<file path="config.mk">
export PLATFORM = sky130hd
export DESIGN_NAME = mem_access_stage_flat
export DESIGN_NICKNAME = d
export VERILOG_FILES = /design/src/rtl/mem_stage_pkg.sv /design/src/rtl/mem_access_stage_if.sv /design/src/rtl/mem_byte_lane.sv /design/src/rtl/mem_access_stage.sv /design/src/flat_wrapper.sv
export SDC_FILE = /design/constraint.sdc
export NUM_CORES = 1
export LEC_CHECK = 0
export ABC_AREA = 0
export CELL_PAD_IN_SITES_DETAIL_PLACEMENT = 1
export CELL_PAD_IN_SITES_GLOBAL_PLACEMENT = 2
export CORE_ASPECT_RATIO = 1.5
export CORE_MARGIN = 2
export CORE_UTILIZATION = 28
export CTS_BUF_LIST = sky130_fd_sc_hd__clkbuf_2 sky130_fd_sc_hd__clkbuf_4 sky130_fd_sc_hd__clkbuf_8
export DETAILED_ROUTE_END_ITERATION = 12
export PLACE_DENSITY = 0.88
export SLEW_MARGIN = 30
export SYNTH_ARGS = -nofsm -noshare
export SYNTH_HDL_FRONTEND = slang
export SYNTH_SLANG_ARGS = --single-unit
</file>
<file path="constraint.sdc">
create_clock -name clk -period 3.7 [get_ports clk]
set_input_delay 0.74 -clock clk [delete_from_list [all_inputs] [get_ports clk]]
set_output_delay 0.74 -clock clk [all_outputs]
set_load 0.005 [all_outputs]
</file>
<file path="src/rtl/mem_stage_pkg.sv">
// rtl/mem_stage_pkg.sv - shared types and constants for the memory-access stage
package mem_stage_pkg;

  typedef enum logic {
    ST_IDLE = 1'b0,
    ST_BUSY = 1'b1
  } state_e;

  localparam logic [3:0] BE_WORD    = 4'hF;
  localparam logic [3:0] BE_BYTE0   = 4'b0001;
  localparam int         REG_ADDR_W = 4;
  localparam int         FLAGS_W    = 4;

endpackage

</file>
<file path="src/rtl/mem_access_stage_if.sv">
// rtl/mem_access_stage_if.sv - data-memory req/ack bus between the stage and memory
interface mem_access_stage_if;

  logic        mem_req;
  logic        mem_we;
  logic [31:0] mem_addr;
  logic [31:0] mem_wdata;
  logic [3:0]  mem_be;
  logic        mem_ack;
  logic [31:0] mem_rdata;

  modport master (
    output mem_req, mem_we, mem_addr, mem_wdata, mem_be,
    input  mem_ack, mem_rdata
  );

  modport slave (
    input  mem_req, mem_we, mem_addr, mem_wdata, mem_be,
    output mem_ack, mem_rdata
  );

endinterface

</file>
<file path="src/rtl/mem_byte_lane.sv">
// rtl/mem_byte_lane.sv - store lane replication/byte enables and load lane extraction
module mem_byte_lane
  import mem_stage_pkg::*;
(
  input  logic        byte_acc,
  input  logic [1:0]  addr_lo,
  input  logic [31:0] store_data,
  input  logic [31:0] rdata,
  output logic [31:0] wdata,
  output logic [3:0]  be,
  output logic [31:0] load_data
);

  always_comb begin
    wdata     = store_data;
    be        = BE_WORD;
    load_data = rdata;
    if (byte_acc) begin
      wdata = {4{store_data[7:0]}};
      be    = BE_BYTE0 << addr_lo;
      // Little-endian: lane 0 is rdata[7:0]
      case (addr_lo)
        2'd0:    load_data = {24'h0, rdata[7:0]};
        2'd1:    load_data = {24'h0, rdata[15:8]};
        2'd2:    load_data = {24'h0, rdata[23:16]};
        default: load_data = {24'h0, rdata[31:24]};
      endcase
    end
  end

endmodule

</file>
<file path="src/rtl/mem_access_stage.sv">
// rtl/mem_access_stage.sv - ARM pipeline memory-access stage; MEM_ALIGN_CHECK_EN aborts misaligned word accesses
module mem_access_stage
  import mem_stage_pkg::*;
#(
  parameter int TIMEOUT = 15,
  parameter int CNT_W   = 8
) (
  input  logic                  clk,
  input  logic                  reset,
  input  logic                  in_valid,
  input  logic                  in_mem_read,
  input  logic                  in_mem_write,
  input  logic                  in_byte,
  input  logic [31:0]           in_addr,
  input  logic [31:0]           in_store_data,
  input  logic [31:0]           in_alu_result,
  input  logic [REG_ADDR_W-1:0] in_rd,
  input  logic                  in_link,
  input  logic                  in_wb_en,
  input  logic [FLAGS_W-1:0]    in_cpsr,
  output logic                  stall,
  mem_access_stage_if.master    mem,
  output logic                  out_valid,
  output logic [31:0]           out_data_mem,
  output logic [REG_ADDR_W-1:0] out_rd,
  output logic                  out_link,
  output logic                  out_wb_en,
  output logic [FLAGS_W-1:0]    out_cpsr,
  output logic [31:0]           out_write_data,
  output logic                  abort
);

  localparam logic [0:0] IDLE = ST_IDLE;
  localparam logic [0:0] BUSY = ST_BUSY;

  logic [0:0]            state;
  logic [CNT_W-1:0]      cnt;
  logic                  pend;
  logic                  h_read, h_write, h_byte, h_abort;
  logic [31:0]           h_addr, h_store, h_alu;
  logic [REG_ADDR_W-1:0] h_rd;
  logic                  h_link, h_wb_en;
  logic [FLAGS_W-1:0]    h_cpsr;

  logic        busy, ack_done, tmo, accept, is_mem, misalign, quick;
  logic [31:0] lane_wdata, lane_load;
  logic [3:0]  lane_be;

  assign busy     = (state == BUSY);
  assign ack_done = busy && mem.mem_ack;
  assign tmo      = busy && !mem.mem_ack && (cnt == CNT_W'(TIMEOUT - 1));
  assign accept   = in_valid && (!busy || mem.mem_ack);
  assign is_mem   = in_mem_read || in_mem_write;
  assign stall    = busy && !mem.mem_ack;

`ifdef MEM_ALIGN_CHECK_EN
  assign misalign = is_mem && !in_byte && (in_addr[1:0] != 2'b00);
`else
  assign misalign = 1'b0;
`endif

  // Ops that finish without a memory transaction
  assign quick = !is_mem || misalign;

  mem_byte_lane u_lane (
    .byte_acc   (h_byte),
    .addr_lo    (h_addr[1:0]),
    .store_data (h_store),
    .rdata      (mem.mem_rdata),
    .wdata      (lane_wdata),
    .be         (lane_be),
    .load_data  (lane_load)
  );

  assign mem.mem_req   = busy;
  assign mem.mem_we    = busy && h_write;
  assign mem.mem_addr  = busy ? {h_addr[31:2], 2'b00} : 32'h0;
  assign mem.mem_wdata = busy ? lane_wdata : 32'h0;
  assign mem.mem_be    = busy ? lane_be : 4'h0;

  always_ff @(posedge clk) begin
    if (reset) begin
      state          <= IDLE;
      cnt            <= '0;
      pend           <= 1'b0;
      h_read         <= 1'b0;
      h_write        <= 1'b0;
      h_byte         <= 1'b0;
      h_abort        <= 1'b0;
      h_addr         <= '0;
      h_store        <= '0;
      h_alu          <= '0;
      h_rd           <= '0;
      h_link         <= 1'b0;
      h_wb_en        <= 1'b0;
      h_cpsr         <= '0;
      out_valid      <= 1'b0;
      out_data_mem   <= '0;
      out_rd         <= '0;
      out_link       <= 1'b0;
      out_wb_en      <= 1'b0;
      out_cpsr       <= '0;
      out_write_data <= '0;
      abort          <= 1'b0;
    end else begin
      out_valid <= 1'b0;
      abort     <= 1'b0;

      if (ack_done || tmo || (!busy && pend)) begin
        out_valid      <= 1'b1;
        out_data_mem   <= (ack_done && h_read) ? lane_load : 32'h0;
        out_rd         <= h_rd;
        out_link       <= h_link;
        out_wb_en      <= h_wb_en && !tmo && !(pend && h_abort);
        out_cpsr       <= h_cpsr;
        out_write_data <= h_alu;
        abort          <= tmo || (!busy && pend && h_abort);
      end else if (accept && quick) begin
        out_valid      <= 1'b1;
        out_data_mem   <= 32'h0;
        out_rd         <= in_rd;
        out_link       <= in_link;
        out_wb_en      <= in_wb_en && !misalign;
        out_cpsr       <= in_cpsr;
        out_write_data <= in_alu_result;
        abort          <= misalign;
      end

      if (accept) begin
        h_read  <= in_mem_read;
        h_write <= in_mem_write && !in_mem_read;
        h_byte  <= in_byte;
        h_abort <= misalign;
        h_addr  <= in_addr;
        h_store <= in_store_data;
        h_alu   <= in_alu_result;
        h_rd    <= in_rd;
        h_link  <= in_link;
        h_wb_en <= in_wb_en;
        h_cpsr  <= in_cpsr;
      end

      if (tmo) begin
        state <= IDLE;
        pend  <= 1'b0;
        cnt   <= '0;
      end else if (stall) begin
        cnt <= cnt + CNT_W'(1);
      end else if (accept) begin
        // A quick op arriving while the result slot is taken is parked for one cycle
        state <= quick ? IDLE : BUSY;
        pend  <= quick && (busy || pend);
        cnt   <= '0;
      end else begin
        state <= IDLE;
        pend  <= 1'b0;
        cnt   <= '0;
      end
    end
  end

endmodule

</file>
<file path="src/flat_wrapper.sv">
// flat-port wrapper written by rule: the top's interface ports become plain ports
module mem_access_stage_flat import mem_stage_pkg::*;
#(
  parameter int TIMEOUT = 15,
  parameter int CNT_W   = 8
)
  (clk, reset, in_valid, in_mem_read, in_mem_write, in_byte, in_addr, in_store_data, in_alu_result, in_rd, in_link, in_wb_en, in_cpsr, stall, out_valid, out_data_mem, out_rd, out_link, out_wb_en, out_cpsr, out_write_data, abort, mem_mem_req, mem_mem_we, mem_mem_addr, mem_mem_wdata, mem_mem_be, mem_mem_ack, mem_mem_rdata);
  mem_access_stage_if mem_i ();
  input  logic clk;
  input  logic reset;
  input  logic in_valid;
  input  logic in_mem_read;
  input  logic in_mem_write;
  input  logic in_byte;
  input  logic [31:0] in_addr;
  input  logic [31:0] in_store_data;
  input  logic [31:0] in_alu_result;
  input  logic [REG_ADDR_W-1:0] in_rd;
  input  logic in_link;
  input  logic in_wb_en;
  input  logic [FLAGS_W-1:0] in_cpsr;
  output logic stall;
  output logic out_valid;
  output logic [31:0] out_data_mem;
  output logic [REG_ADDR_W-1:0] out_rd;
  output logic out_link;
  output logic out_wb_en;
  output logic [FLAGS_W-1:0] out_cpsr;
  output logic [31:0] out_write_data;
  output logic abort;
  output wire logic [$bits(mem_i.mem_req)-1:0] mem_mem_req;
  output wire logic [$bits(mem_i.mem_we)-1:0] mem_mem_we;
  output wire logic [$bits(mem_i.mem_addr)-1:0] mem_mem_addr;
  output wire logic [$bits(mem_i.mem_wdata)-1:0] mem_mem_wdata;
  output wire logic [$bits(mem_i.mem_be)-1:0] mem_mem_be;
  input wire logic [$bits(mem_i.mem_ack)-1:0] mem_mem_ack;
  input wire logic [$bits(mem_i.mem_rdata)-1:0] mem_mem_rdata;
  assign mem_mem_req = mem_i.mem_req;
  assign mem_mem_we = mem_i.mem_we;
  assign mem_mem_addr = mem_i.mem_addr;
  assign mem_mem_wdata = mem_i.mem_wdata;
  assign mem_mem_be = mem_i.mem_be;
  assign mem_i.mem_ack = mem_mem_ack;
  assign mem_i.mem_rdata = mem_mem_rdata;
  mem_access_stage #(.TIMEOUT(TIMEOUT), .CNT_W(CNT_W)) u_core (.clk(clk), .reset(reset), .in_valid(in_valid), .in_mem_read(in_mem_read), .in_mem_write(in_mem_write), .in_byte(in_byte), .in_addr(in_addr), .in_store_data(in_store_data), .in_alu_result(in_alu_result), .in_rd(in_rd), .in_link(in_link), .in_wb_en(in_wb_en), .in_cpsr(in_cpsr), .stall(stall), .mem(mem_i), .out_valid(out_valid), .out_data_mem(out_data_mem), .out_rd(out_rd), .out_link(out_link), .out_wb_en(out_wb_en), .out_cpsr(out_cpsr), .out_write_data(out_write_data), .abort(abort));
endmodule
</file>
After elaboration in Yosys (flattened, before gate mapping) --
Index checks and enable logic that the tools add are counted.
Storage, ports and cells: register bits 195, latch bits 0, memory bits (writable) 0, ROM bits 0, input port bits 145, output and inout bits 147, word-level logic and storage cells 79, memories kept 0
Operators by class: add/subtract/negate cells 1, $mul 0, div/mod/pow operators 0, $lt $le $gt $ge 0, eq/ne operators 3, shift-type cells 1, multiplexer cells 25, bitwise gates (word level) 2, reductions and logical operators 26
Operators with widths (count):
- 32-bit two-way mux | 9
- 4-bit two-way mux | 6
- 8-bit one-hot mux with 3 select lines | 1
- 1-bit logical AND | 11
- 1-bit two-way mux | 9
- 8-bit by 1-bit adder with 8-bit output (second input constant) | 1
- 8-bit by 4-bit equality test with 1-bit output (second input constant) | 1
- 1-bit logical NOT | 5
- 1-bit logical OR | 5
- 2-bit OR reduction | 2
- 1-bit by 2-bit left shift with 4-bit output (first input constant) | 1
- 3-bit OR reduction | 1
- 2-bit by 1-bit equality test with 1-bit output (second input constant) | 1
- 2-bit equality test (second input constant) | 1
- 2-bit logical NOT | 1
- 1-bit NOT | 2
- 2-bit nonzero test | 1

Depth between registers and ports, before layout --
Gate-level depths: netlist of run 1.
word-level depth 7, mapped depth 9, mapped depth without buffers 5

Cells and area by module --
A second synthesis of run 1 with hierarchy kept.
Unflattened totals: cells, all modules 1016, area total of the unflattened synthesis 8493.1 um^2
By module, submodules not included:
- mem_access_stage | instances 1, cells an instance 877, area an instance 7682.4 um^2, seq. area each 3903.7 um^2
- mem_byte_lane | instances 1, cells an instance 139, area an instance 810.8 um^2, seq. area each 0.0 um^2

Least setup slack after synthesis of run 1 --
No wires, ideal clock.
kind input-to-reg, start point in in_mem_read, end point reg u_core.out_cpsr[0], library setup time 0.095 ns, data arrival time 2.044 ns, required time 3.605 ns, setup slack 1.561 ns, stages 6, path buffers 2, cell sequence or2_2 > or3_1 > buf_6 > buf_6 > mux2i_1 > a221oi_1
On the way: cells in the longest elaborated chain, start to end 4
Ends and longest elaborated chain:
- start: declaration | RTL line flat_wrapper.sv:12 | input logic in_mem_read;
- 1-bit logical OR | RTL line mem_access_stage.sv:53 | assign is_mem = in_mem_read || in_mem_write;
- 1-bit logical NOT | RTL line mem_access_stage.sv:63 | assign quick = !is_mem || misalign;
- 1-bit logical AND | RTL line mem_access_stage.sv:118 | end else if (accept && quick) begin
- 2-bit nonzero test (no source line)
- end signal: assignment | RTL line mem_access_stage.sv:115 | out_cpsr <= h_cpsr;
- end signal: assignment | RTL line mem_access_stage.sv:124 | out_cpsr <= in_cpsr;
- end: declaration | RTL line mem_access_stage.sv:28 | output logic [FLAGS_W-1:0] out_cpsr,
Every way passes these cells. A chain may end at the register's enable or synchronous reset.

Worst setup path after layout of run 1 --
start point reg u_core.h_byte, end point out mem_mem_wdata[13]
On the way: cells in the longest elaborated chain, start to end 2
Ends and longest elaborated chain:
- start: declaration | RTL line mem_access_stage.sv:39 | logic h_read, h_write, h_byte, h_abort;
- start signal: assignment | RTL line mem_access_stage.sv:132 | h_byte <= in_byte;
- 32-bit two-way mux | RTL line mem_byte_lane.sv:18 | if (byte_acc) begin
- 32-bit two-way mux | RTL line mem_access_stage.sv:78 | assign mem.mem_wdata = busy ? lane_wdata : 32'h0;
- end: declaration | RTL line flat_wrapper.sv:34 | output wire logic [$bits(mem_i.mem_wdata)-1:0] mem_mem_wdata;
Every way passes these cells.

==> results of run 1 <==
==> state kept, by name, summed over array words and instances, names as in the netlist, 4 cells and up <==
name / cells
u_core.h_cpsr: 4
u_core.cnt: 8
u_core.h_store: 32
u_core.out_cpsr: 4
u_core.h_rd: 4
u_core.out_rd: 4
u_core.out_data_mem: 32
u_core.out_write_data: 32
u_core.h_addr: 32
u_core.h_alu: 32
==> cells in the mapped netlist, types with 11 or more instances <==
cell type / number / area share [%]
a21boi_0: 27 / 2.5
a21oi_1: 122 / 7.4
a221oi_1: 35 / 3.7
a22o_1: 24 / 2.6
and2_1: 40 / 3.1
buf_2: 20 / 1.2
buf_6: 11 / 1.5
clkbuf_1: 50 / 2.3
dfxtp_1: 195 / 48
mux2i_1: 49 / 6.0
nand2_1: 232 / 11
nand2b_1: 26 / 2.0
nor2_1: 52 / 2.4
==> power by group <==
group          internal [W]  switching, W  leakage [nW]
sequential          0.00221     0.0000735          1.60
combinational      0.000392      0.000341          2.65
clock              0.000665      0.000795         0.200
total               0.00327       0.00121          4.45
==> per-layer routing <==
layer / track usage, % / up-vias / wire length (um)
met5: 0 / - / 0
met4: 5.58 / 0 / 485
met3: 5.02 / 23 / 1910
met2: 34.0 / 213 / 15000
met1: 20.0 / 3786 / 11200
li1: - / 3723 / -
==> final cells by class <==
class	count	area [um2]
multi-input cells	674	3870
diodes	2	5.00
inverters	4	17.5
fillers	3412	17000
clock inverters	10	123
flip-flops and latches	195	3910
clock buffers	22	284
well taps	390	488
repair buffers	308	3080
==> metrics by stage <==
step	instances	utilization, %	hold WS (ps)	instance area [um2]	setup slack [ps]
2_1_floorplan	957	-	427	8210	1560
3_3_place_gp	1571	39.4	432	11400	773
3_5_place_dp	1571	39.4	440	11400	665
4_1_cts	1603	40.8	423	11800	470
5_1_grt	1604	40.9	450	11800	342
6_report	1605	40.9	455	11800	531
==> worst max-delay path: stages (launching register included) <==
cell and delay (ps):
dfxtp_1 640, buf_4 340, nand2_1 150, a21boi_0 250
clkdlybuf4s50_1 560
==> kinds of logic after synthesis <==
group / Yosys count / synth area share [%]
and+or+nand+nor: 369 / 19.7
AOI/OAI and AO/OA: 246 / 20.2
DFF: 195 / 47.6
buffers and inverters: 88 / 5.51
muxes: 49 / 5.98
xor gates and xnor gates: 6 / 0.641
adders and majority gates: 2 / 0.305
other: 1 / 0.0457
==> worst min path at each step <==
stage	slack, ps	from	endpoint
after floorplan	430	u_core.h_write	u_core.h_write
after global placement	430	u_core.out_data_mem[4]	u_core.out_data_mem[4]
after detailed placement	440	u_core.out_data_mem[5]	u_core.out_data_mem[5]
after CTS	420	reset	u_core.h_store[21]
after global routing	450	reset	u_core.h_store[21]
final	460	u_core.h_addr[28]	u_core.h_addr[28]
==> results.ini, run 1 <==
[run_status]
status = completed

[floorplan]
die_h_um = 214
rows = 76
start_util_pct = 28.5
coreArea_um2 = 28800
io_pins = 292
die_area_um2 = 30700
die_w_um = 144

[clocking]
cts.sinks = 195
post_cts_resized = 0
cts_setup_buffers = 0
cts_made_buffers = 17
insertion_delay_ps = 480
postCtsHoldBufs = 0
ctsHtreeMaxLevel = 4
cts-root-buf = clkbuf_8
clock_path_buffers = 2
cts_tree = built
clk_pin_slew_ps = 100

[setup_path]
path_max_fanout = 23
crit_path_end_kind = output pin
crit_path_end = mem_mem_wdata[13]
required_ps = 2960
r2r_start = u_core.mem.mem_req
r2r-end = u_core.out_write_data[1]
r2r_slack_ps = 1210
cp.arrival_ps = 2430
critPathLaunch = u_core.h_byte
crit_type = register to output pin
r2r_cells = 6
cp-start-kind = register

[power_and_ir_drop]
peakVddDrop_uv = 223
power.leakage_nw = 4.45
p_total_w = 0.00448
p_per_area_nw_per_um2 = 381

[global_routing]
grt_max_degree = 86
grt_pass1_wl_mm = 43.4
track_usage_pct = 18.3
antenna_found_initial = 1
grt_pass1_vias = 7812
grt_overflow = 0

[hold_path]
hold_depth = 2
hold_class = register to register

[synth]
synth-seq-cells = 195
synth_area_per_cell_um2 = 8.58
synth_warnings = 0
yosysUniqueCellTypes = 41
synth_edf_count = 0
ys_seq_area_share_pct = 47.6
synth_top_flop_cell = dfxtp_1
synthArstFlopShare_pct = 0
synth_area_um2 = 8200
syn_inst = 956

[routing]
wirelength_mm = 28.6
via_per_inst = 4.83
first_pass_iters = 4
wl_per_cell_um = 17.8
vias = 7745
drc_errors = 0
drt_iter0_drc = 318
drtAntennaViolNets = 0

[placement]
place_congestion = 0.791
dpl.hpwl_mm = 20.1
io_buffers = 289

[final_layout]
drive_gt1_share_pct = 5.85
layout_commonest_cell = clkdlybuf4s50_1
syn_to_final_growth_pct = 43.5
final_cell_mix = 288 x clkdlybuf4s50_1, 231 x nand2_1, 194 x dfxtp_1
final_nets = 1347

[sta]
fin_crit_ps = 3170
hold_violations = 0
worst_pin_slew_ps = 774
slew_headroom_pct = 48.4
fmax_mhz = 316
rsz0062_at_grt = false
period_share_pct = 85.6
setup_viol = 0
skew_ps = 16.0
tns_ps = 0
slew_violations = 0

[run]
drv_cap = 0

No activity file was read; power rests on OpenSTA's default activity.
==> inputs of run 2 (changes only) <==
--- a/config.mk
+++ b/config.mk
@@ -9,11 +9,12 @@
 export CELL_PAD_IN_SITES_DETAIL_PLACEMENT = 1
 export CELL_PAD_IN_SITES_GLOBAL_PLACEMENT = 2
 export CORE_ASPECT_RATIO = 1.5
-export CORE_MARGIN = 2
+export CORE_MARGIN = 4
 export CORE_UTILIZATION = 28
 export CTS_BUF_LIST = sky130_fd_sc_hd__clkbuf_2 sky130_fd_sc_hd__clkbuf_4 sky130_fd_sc_hd__clkbuf_8
 export DETAILED_ROUTE_END_ITERATION = 12
 export PLACE_DENSITY = 0.88
+export REMOVE_ABC_BUFFERS = 1
 export SLEW_MARGIN = 30
 export SYNTH_ARGS = -nofsm -noshare
 export SYNTH_HDL_FRONTEND = slang
==> run 2 against run 1 <==
Against the previous run:
- sequential power barely moved
- power rose by 0.62%
- worst hold slack improved by 1.5 ps
- clock power barely moved
- combinational power rose by 0.8%
- final area rose by 0.50%
- first-iteration DRC count fell by 22%
- via count rose by 0.59%
- non-clock buffer count rose by 2
- final cell count rose by 0.25%
- global-route usage fell by 0.20 points
- critical path type unchanged
==> results.ini, run 2 (same netlist as run 1, synthesis figures left out) <==
[run_status]
status = completed

[sta]
setup_viol = 0  ; unchanged
period_share_pct = 84.1  ; -1.5 points
rsz0062_at_grt = false
slew_violations = 0  ; unchanged
fmax_mhz = 321  ; +1.8%
skew_ps = 15.8  ; -0.248 ps
timing.final.ws_setup_ps = 587  ; +55.4 ps
hold_violations = 0  ; unchanged
worst_pin_slew_ps = 897  ; +123 ps
fin_crit_ps = 3110  ; -55.4 ps
slew_headroom_pct = 40.0  ; -8.3 points

[floorplan]
start_util_pct = 28.5  ; unchanged
die_h_um = 218  ; +1.9%
io_pins = 292  ; unchanged
rows = 76  ; unchanged
die_area_um2 = 32200  ; +4.7%
die_w_um = 148  ; +2.8%
coreArea_um2 = 28800  ; unchanged

[clocking]
clk_pin_slew_ps = 100  ; about the same
post_cts_resized = 0  ; unchanged
cts_made_buffers = 17  ; unchanged
cts-root-buf = clkbuf_8
clock_path_buffers = 2  ; unchanged
cts_tree = built
insertion_delay_ps = 490  ; about the same
cts_setup_buffers = 0  ; unchanged
ctsHtreeMaxLevel = 4  ; unchanged
postCtsHoldBufs = 0  ; unchanged
cts.sinks = 195  ; unchanged

[global_routing]
grt_pass1_wl_mm = 45.7  ; +5.1%
grt_overflow = 0  ; unchanged
grt_max_degree = 85  ; -1.2%
track_usage_pct = 18.1  ; -0.20 points
antenna_found_initial = 4  ; +3
grt_pass1_vias = 8194  ; +4.9%

[setup_path]
required_ps = 2960  ; about the same
cp.arrival_ps = 2370  ; -60 ps
crit_type = register to output pin
cp-start-kind = register
crit_path_end_kind = output pin
path_max_fanout = 24  ; +4.3%

[final_layout]
drive_gt1_share_pct = 6.09  ; +0.24 points
final_nets = 1349  ; +0.15%
layout_commonest_cell = clkdlybuf4s50_1
stdcell_area_um2 = 11800  ; +0.50%
final_cells = 1609  ; +0.25%
final_cell_mix = 288 x clkdlybuf4s50_1, 231 x nand2_1, 194 x dfxtp_1
syn_to_final_growth_pct = 44.2
fin_util_pct = 41.1  ; +0.20 points

[power_and_ir_drop]
power.leakage_nw = 4.47  ; +0.44%
intPower_w = 0.00327  ; about the same
peakVddDrop_uv = 270  ; +21%
pwr-share-seq_pct = 50.8  ; -0.3 points
clkPwrFrac_pct = 32.8  ; +0.2 points
p_comb_share_pct = 16.4  ; about the same
power.share.switching_pct = 27.5  ; +0.50 points
p_switching_w = 0.00124  ; +2.5%
p_per_area_nw_per_um2 = 381  ; +0.12%
p_total_w = 0.00451  ; +0.62%

[routing]
vias = 7791  ; +0.59%
wl_per_cell_um = 18.2  ; +2.2%
wirelength_mm = 29.3  ; +2.4%
drtAntennaViolNets = 0  ; unchanged
first_pass_iters = 4  ; unchanged
drc_errors = 0  ; unchanged
drt_iter0_drc = 248  ; -22%
via_per_inst = 4.84  ; +0.34%

[placement]
placed_cells = 1573  ; +0.13%
dpl.hpwl_mm = 20.6  ; +2.7%
place_congestion = 0.776  ; -1.9%
io_buffers = 289  ; unchanged
post_dp_cell_area_um2 = 11400  ; +0.49%
dp_slack_ps = 796  ; +131 ps

[run]
drv_cap = 0  ; unchanged

[hold_path]
hold_class = register to register

run 2: changes by cell type in the layout (fill, tap and decap cells not counted), sizes merged:
cell    before  now
inv          6   10
buf         20   22
clkbuf      22   20
clkinv       3    1
diode        2    4
run 2: layout make-up:
cell class | count | area (um2)
multi-input cells | 674 | 3880
repair buffers | 310 | 3130
flip-flops and latches | 195 | 3910
clock buffers | 20 | 269
clock inverters | 12 | 140
diodes | 4 | 10.0
fillers | 3386 | 17000
well taps | 390 | 488
inverters | 4 | 17.5
run 2: power groups by stage:
stage                     clock, W  sequential, W  combinational [W]
final                      0.00148        0.00229           0.000739
after global routing       0.00163        0.00231           0.000811
after CTS                  0.00154        0.00229           0.000755
after detailed placement         0        0.00234           0.000752
after global placement           0        0.00233           0.000741
after floorplan                  0        0.00233           0.000289
run 2: routing by layer:
| metal | wire [um] | GRT usage, % | up-vias | share of wire [%] |
|---|---|---|---|---|
| met1 | 11600 | 19.8 | 3795 | 40 |
| li1 | - | - | 3742 | - |
| met5 | 0 | 0 | - | 0 |
| met4 | 861 | 7.49 | 0 | 2.9 |
| met2 | 15400 | 33.2 | 214 | 52 |
| met3 | 1490 | 4.47 | 40 | 5.1 |
run 2: through the flow:
stage | setup TNS, ps | hold slack [ps]
after detailed placement | 0 | 440
after global routing | 0 | 474
after global placement | 0 | 434
final | 0 | 457
after CTS | 0 | 460
after floorplan | -119300 | 421
run 2: path summary, 6_finish.rpt:
| path | from | endpoint | cells past startpoint | slack (ps) |
|---|---|---|---|---|
| max | u_core.h_byte | mem_mem_wdata[26] | 4 | 590 |
| min reg2reg | u_core.h_addr[26] | u_core.h_addr[26] | 2 | 460 |
| max reg2reg | u_core.mem.mem_req | u_core.out_write_data[1] | 6 | 1390 |
| min | u_core.h_addr[26] | u_core.h_addr[26] | 2 | 460 |
run 2: critical path, cell delays in order (launching register included):
cell and delay (ps):
dfxtp_1 740, buf_12 240, nand2_1 120, a21boi_0 180
clkdlybuf4s50_1 600
==> inputs of run 3 (changes only) <==
--- a/config.mk
+++ b/config.mk
@@ -10,10 +10,10 @@
 export CELL_PAD_IN_SITES_GLOBAL_PLACEMENT = 2
 export CORE_ASPECT_RATIO = 1.5
 export CORE_MARGIN = 4
-export CORE_UTILIZATION = 28
+export CORE_UTILIZATION = 26
 export CTS_BUF_LIST = sky130_fd_sc_hd__clkbuf_2 sky130_fd_sc_hd__clkbuf_4 sky130_fd_sc_hd__clkbuf_8
 export DETAILED_ROUTE_END_ITERATION = 12
-export PLACE_DENSITY = 0.88
+export PLACE_DENSITY = 0.82
 export REMOVE_ABC_BUFFERS = 1
 export SLEW_MARGIN = 30
 export SYNTH_ARGS = -nofsm -noshare
==> constraint.sdc (replaced) <==
create_clock -name clk -period 2.95 [get_ports clk]
set_input_delay 0.59 -clock clk [delete_from_list [all_inputs] [get_ports clk]]
set_output_delay 0.59 -clock clk [all_outputs]
set_load 0.005 [all_outputs]
==> run 3 against run 2 <==
Against the previous run:
- via count hardly changed
- first-iteration DRC count is 13% lower
- sequential power is 25% higher
- clock skew about the same
- flip-flop and latch count is the same
- final cell count rose by 0.99%
- wire length increased by 0.68%
- clock power up 14%
- utilization decreased by 3.0 points
- largest power group unchanged
==> results.ini, run 3 (same netlist as run 1, synthesis figures left out) <==
[sta]
fin_crit_ps = 2640
hold_violations = 0  ; unchanged
fmax_mhz = 379
worst_pin_slew_ps = 806  ; -91.3 ps
hold_ws_ps = 450  ; -7.11 ps
setup_viol = 0  ; unchanged
rsz0062_at_grt = false
period_share_pct = 89.4
slew_headroom_pct = 46.3  ; +6.2 points
timing.final.ws_setup_ps = 311  ; -275 ps
slew_violations = 0  ; unchanged
skew_ps = 16.1  ; +0.284 ps
tns_ps = 0  ; unchanged

[setup_path]
r2r_cells = 6  ; unchanged
cpPeakStageDelay_ps = 570  ; -170 ps
r2r_slack_ps = 920  ; -470 ps
crit_type = register to output pin
critical-path-top-delay-family = buffers and inverters
cp-start-kind = register
path_max_fanout = 22  ; -8.3%
crit_slowest_cell = clkdlybuf4s50_1
path_buf_inv = 2  ; unchanged
cp.arrival_ps = 2050  ; -320 ps
crit_path_end_kind = output pin
required_ps = 2360  ; -600 ps
r2r-end = u_core.out_write_data[1]
timing.critical_path.cells = buf_4, a21boi_0, clkdlybuf4s50_1
r2r_start = u_core.mem.mem_req

[clocking]
insertion_delay_ps = 490  ; about the same
cts-root-buf = clkbuf_8
clk_pin_slew_ps = 100  ; about the same
cts_tree = built
clock_path_buffers = 2  ; unchanged
ctsHtreeMaxLevel = 4  ; unchanged
cts.sinks = 195  ; unchanged
cts_made_buffers = 17  ; unchanged

[global_routing]
grt_overflow = 0  ; unchanged
grt_pass1_vias = 8062  ; -1.6%
antenna_found_initial = 4  ; unchanged
track_usage_pct = 16.7  ; -1.4 points
grt_pass1_wl_mm = 45.8  ; +0.35%
grt_max_degree = 158  ; +86%

[final_layout]
final_cell_mix = 288 x clkdlybuf4s50_1, 231 x nand2_1, 194 x dfxtp_1
syn_to_final_growth_pct = 44.6
layout_commonest_cell = clkdlybuf4s50_1
final_nets = 1350  ; +0.074%
drive_gt1_share_pct = 6.17  ; +0.077 points
stdcell_area_um2 = 11900  ; +0.26%

[floorplan]
io_pins = 292  ; unchanged
coreArea_um2 = 31100  ; +8.1%
die_h_um = 226  ; +3.6%
start_util_pct = 26.3  ; -2.1 points
rows = 79  ; +3.9%
die_area_um2 = 34500  ; +7.3%
die_w_um = 153  ; +3.6%

[placement]
post_dp_cell_area_um2 = 11500  ; +0.64%
dpl.hpwl_mm = 20.6  ; about the same
io_buffers = 289  ; unchanged
dp_slack_ps = 269  ; -527 ps
place_congestion = 0.747  ; -3.7%

[run]
drv_cap = 0  ; unchanged

[power_and_ir_drop]
power.share.switching_pct = 28.8  ; +1.3 points
clkPwrFrac_pct = 30.7  ; -2.1 points
p_per_area_nw_per_um2 = 464  ; +22%
p_comb_share_pct = 17.2  ; +0.8 points
p_switching_w = 0.00159  ; +28%
pwr-share-seq_pct = 52.1  ; +1.3 points
power.leakage_nw = 4.48  ; +0.20%
intPower_w = 0.00392  ; +20%
peakVddDrop_uv = 247  ; -8.4%

[routing]
drc_errors = 0  ; unchanged
wl_per_cell_um = 18.2  ; -0.31%
wirelength_mm = 29.5  ; +0.68%
first_pass_iters = 4  ; unchanged
drtAntennaViolNets = 0  ; unchanged
via_per_inst = 4.79  ; -1.1%
vias = 7785  ; -0.077%
drt_iter0_drc = 215  ; -13%

[hold_path]
hp-start = u_core.h_write
hold_class = register to register
holdPathEnd = u_core.h_write
hold_depth = 2  ; unchanged

[run_status]
status = completed

-- run 3: cell count changes in the layout (fill, tap and decap cells not counted) --
| cell | before | now |
|---|---|---|
| clkinv_2 | 1 | 2 |
| clkbuf_4 | 1 | 0 |
| clkinv_4 | 0 | 2 |
| clkbuf_8 | 19 | 18 |
| dfxtp_2 | 1 | 0 |
| buf_6 | 1 | 0 |
| buf_4 | 15 | 13 |
| bufinv_16 | 2 | 0 |
| inv_8 | 0 | 2 |
| dfxtp_4 | 0 | 1 |
| buf_12 | 6 | 10 |
| clkinvlp_4 | 3 | 2 |
-- run 3: timing repair --
action,in CTS,in global routing
setup endpoints to repair,0,5
resized for setup,0,1
setup buffers,0,0
hold buffers,0,0
-- run 3: power groups by stage --
stage,Combinational [W],Clock (W),Sequential [W]
4_1_cts,0.000968,0.00178,0.00287
5_1_grt,0.00104,0.00188,0.00289
2_1_floorplan,0.000362,0,0.00292
6_report,0.000946,0.00169,0.00287
3_5_place_dp,0.000964,0,0.00293
3_3_place_gp,0.000951,0,0.00292
-- run 3: per-layer routing --
layer	track usage (%)	vias to the layer above	wire length, um
li1	-	3746	-
met1	19.3	3806	12100
met2	30.1	199	15500
met3	2.98	34	1190
met4	7.54	0	765
met5	0	-	0
-- run 3: per-stage QoR --
step,instances,util (%),total power [W]
2_1_floorplan,873,-,0.00328
3_3_place_gp,1589,36.9,0.00388
3_5_place_dp,1589,36.9,0.00389
4_1_cts,1621,38.1,0.00562
5_1_grt,1625,38.1,0.00580
6_report,1625,38.1,0.00551
-- run 3: layout make-up --
type                    count  area, um2
fillers                  3668      19300
flip-flops and latches    195       3910
multi-input cells         674       3880
repair buffers            311       3180
well taps                 405        507
clock buffers              18        248
clock inverters            14        118
inverters                   4       17.5
diodes                      4       10.0
-- run 3: how the worst max path moves through the flow --
stage	start	depth (start not counted)	endpoint	slack, ps
5_1_grt	u_core.mem.mem_req	3	mem_mem_wdata[26]	120
2_1_floorplan	u_core.mem.mem_req	5	u_core.h_write	-1880
3_5_place_dp	mem_mem_ack	7	u_core.out_write_data[1]	270
3_3_place_gp	mem_mem_ack	7	u_core.out_write_data[2]	350
6_report	u_core.mem.mem_req	3	mem_mem_wdata[13]	310
4_1_cts	u_core.mem.mem_req	3	mem_mem_wdata[13]	40
-- run 3: worst register-to-register path, stage by stage (launching register included) --
cell and delay, ps:
dfxtp_4 550, nand2b_2 220, inv_4 150, or3_1 120, buf_4 390, mux2i_1 190
a221oi_1 320
==> RTL change: new RTL, flow settings as in run 3 <==
`CNT_W` is set to 8 in 2 places; all go to 10.
--- a/src/rtl/mem_access_stage.sv
+++ b/src/rtl/mem_access_stage.sv
@@ -3,7 +3,7 @@
   import mem_stage_pkg::*;
 #(
   parameter int TIMEOUT = 15,
-  parameter int CNT_W   = 8
+  parameter int CNT_W   = 10
 ) (
   input  logic                  clk,
   input  logic                  reset,
--- a/src/flat_wrapper.sv
+++ b/src/flat_wrapper.sv
@@ -2,7 +2,7 @@
 module mem_access_stage_flat import mem_stage_pkg::*;
 #(
   parameter int TIMEOUT = 15,
-  parameter int CNT_W   = 8
+  parameter int CNT_W   = 10
 )
   (clk, reset, in_valid, in_mem_read, in_mem_write, in_byte, in_addr, in_store_data, in_alu_result, in_rd, in_link, in_wb_en, in_cpsr, stall, out_valid, out_data_mem, out_rd, out_link, out_wb_en, out_cpsr, out_write_data, abort, mem_mem_req, mem_mem_we, mem_mem_addr, mem_mem_wdata, mem_mem_be, mem_mem_ack, mem_mem_rdata);
   mem_access_stage_if mem_i ();
Check against the original RTL: no difference found for any inputs over 4 cycles, from zero or initial values and one cycle with reset high; that may be too few to reach the edited logic, so the function may still have changed.
==> RTL change against run 3 <==
First-iteration DRC count increased by 99%; power rose by 6.4%; largest cell class is now multi-input combinational cells; fmax fell by 3.9%; routed wire length grew 12%; setup slack worse by 0.11 ns; critical path depth rose by 1; largest power group unchanged; clock skew is essentially flat; via count increased by 8.9%; global-route usage is 1.1 points higher; sequential cell count increased by 2; design area up 5.3%; area after synthesis grew 6.1%.
==> RTL change: results <==
metrics = {
    "outcome": {
        "status": "finished, final reports clean",
    },
    "finish": {
        "nFillCells": 3867,
        "numSequentialCells": 197,
        "nMultiInputCombCells": 780,
        "num-nonclk-inverters": 3,
        "buffers": 316,
        "clock_area_share_pct": 3.484,
        "drive_gt1_share_pct": 8.434,
        "clkbuf_count": 18,
        "final_net_count": 1462,
        "regArea_um2": 3945,
        "post-route-util_pct": 38.06,
    },
    "yosys": {
        "synth_xor_area_share_pct": 0.8051,
        "synthMuxAreaShare_pct": 0.7476,
        "avgSynthCellArea_um2": 8.074,
        "synth_fa_ha_area_share_pct": 0.2875,
        "ys_types": 42,
        "synth_common_cells": "nand2_1 (339), dfxtp_1 (197), a21oi_1 (141)",
        "synth_area_um2": 8703,
        "seq_area_frac_synth_pct": 45.31,
        "synth_compound_area_share_pct": 22.76,
        "yosys-top-cells-area": "dfxtp_1 (45%), nand2_1 (15%), a21oi_1 (8.1%), a311oi_2 (6.9%), and2_1 (3.0%)",
    },
    "clocking": {
        "clock_latency_ns": 0.51,
        "clock_tree.htree_level_count": 4,
        "cts_made_buffers": 17,
    },
    "sta": {
        "tightest_slew_ns": 0.5953,
        "setup-tns-final_ns": 0,
        "finClkSkew_ns": 0.01646,
        "hold_slack_ns": 0.4575,
        "fin_crit_sh_pct": 93.08,
    },
    "placed_design": {
        "post-dp-hpwl_um": 22820,
        "place.gp.congestion": 0.7864,
        "place_inst": 1711,
        "dpl_cell_area_um2": 12050,
        "pre_cts_ws_ns": 0.4762,
    },
    "detailed_routing": {
        "wl_met2_um": 17590,
        "vias": 8478,
        "drtIter0Drc": 427,
        "wl_per_cell_um": 18.86,
        "top_layer": "met4",
        "wl_um": 32980,
        "wl_met3_um": 1045,
        "wl_met1_um": 13250,
    },
    "grt": {
        "antenna_found_initial": 5,
        "grt_pass1_vias": 9004,
        "grt_pass1_wl_um": 51130,
        "grt_use_met1_pct": 20.49,
        "use_met2_pct": 32.29,
        "met3_usage_pct": 2.760,
        "global_route.usage.total_pct": 17.85,
        "grt_start_max_net_pins": 78,
    },
    "worst_setup_path": {
        "rrSetupSlack_ns": 0.95,
        "cp.arrival_ns": 2.16,
        "crit_path_max_fanout": 48,
    },
    "pwr": {
        "swShare_pct": 28.22,
        "clockPowerShare_pct": 33.5,
        "top_power_group": "registers",
        "clk-power_mw": 1.96,
        "p_leak_nw": 4.215,
        "ir_drop_uv": 267.4,
    },
}
RTL change: changes by cell type in the layout (fill, tap and decap cells not counted), sizes merged, moves of 8 or more:
cell | before | now
a21oi | 122 | 141
nand2 | 233 | 339
a22o | 24 | 0
a311oi | 0 | 41
mux2i | 49 | 2
a21o | 8 | 0
o2bb2ai | 8 | 0
a221oi | 41 | 7
nor2 | 52 | 28
o211ai | 0 | 30
nor3 | 4 | 44
RTL change: worst paths after layout:
kind | start | endpoint | depth (start not counted)
max | u_core.h_byte | mem_mem_wdata[12] | 4
min | u_core.h_addr[18] | u_core.h_addr[18] | 2
max reg2reg | u_core.mem.mem_req | u_core.out_write_data[18] | 7
min reg2reg | u_core.h_addr[18] | u_core.h_addr[18] | 2
RTL change: critical path, cell delays in order (launching register included):
cell             delay, ns
dfxtp_1               0.45
buf_12                0.26
nand2_1               0.13
a21boi_0              0.26
clkdlybuf4s50_1       0.56
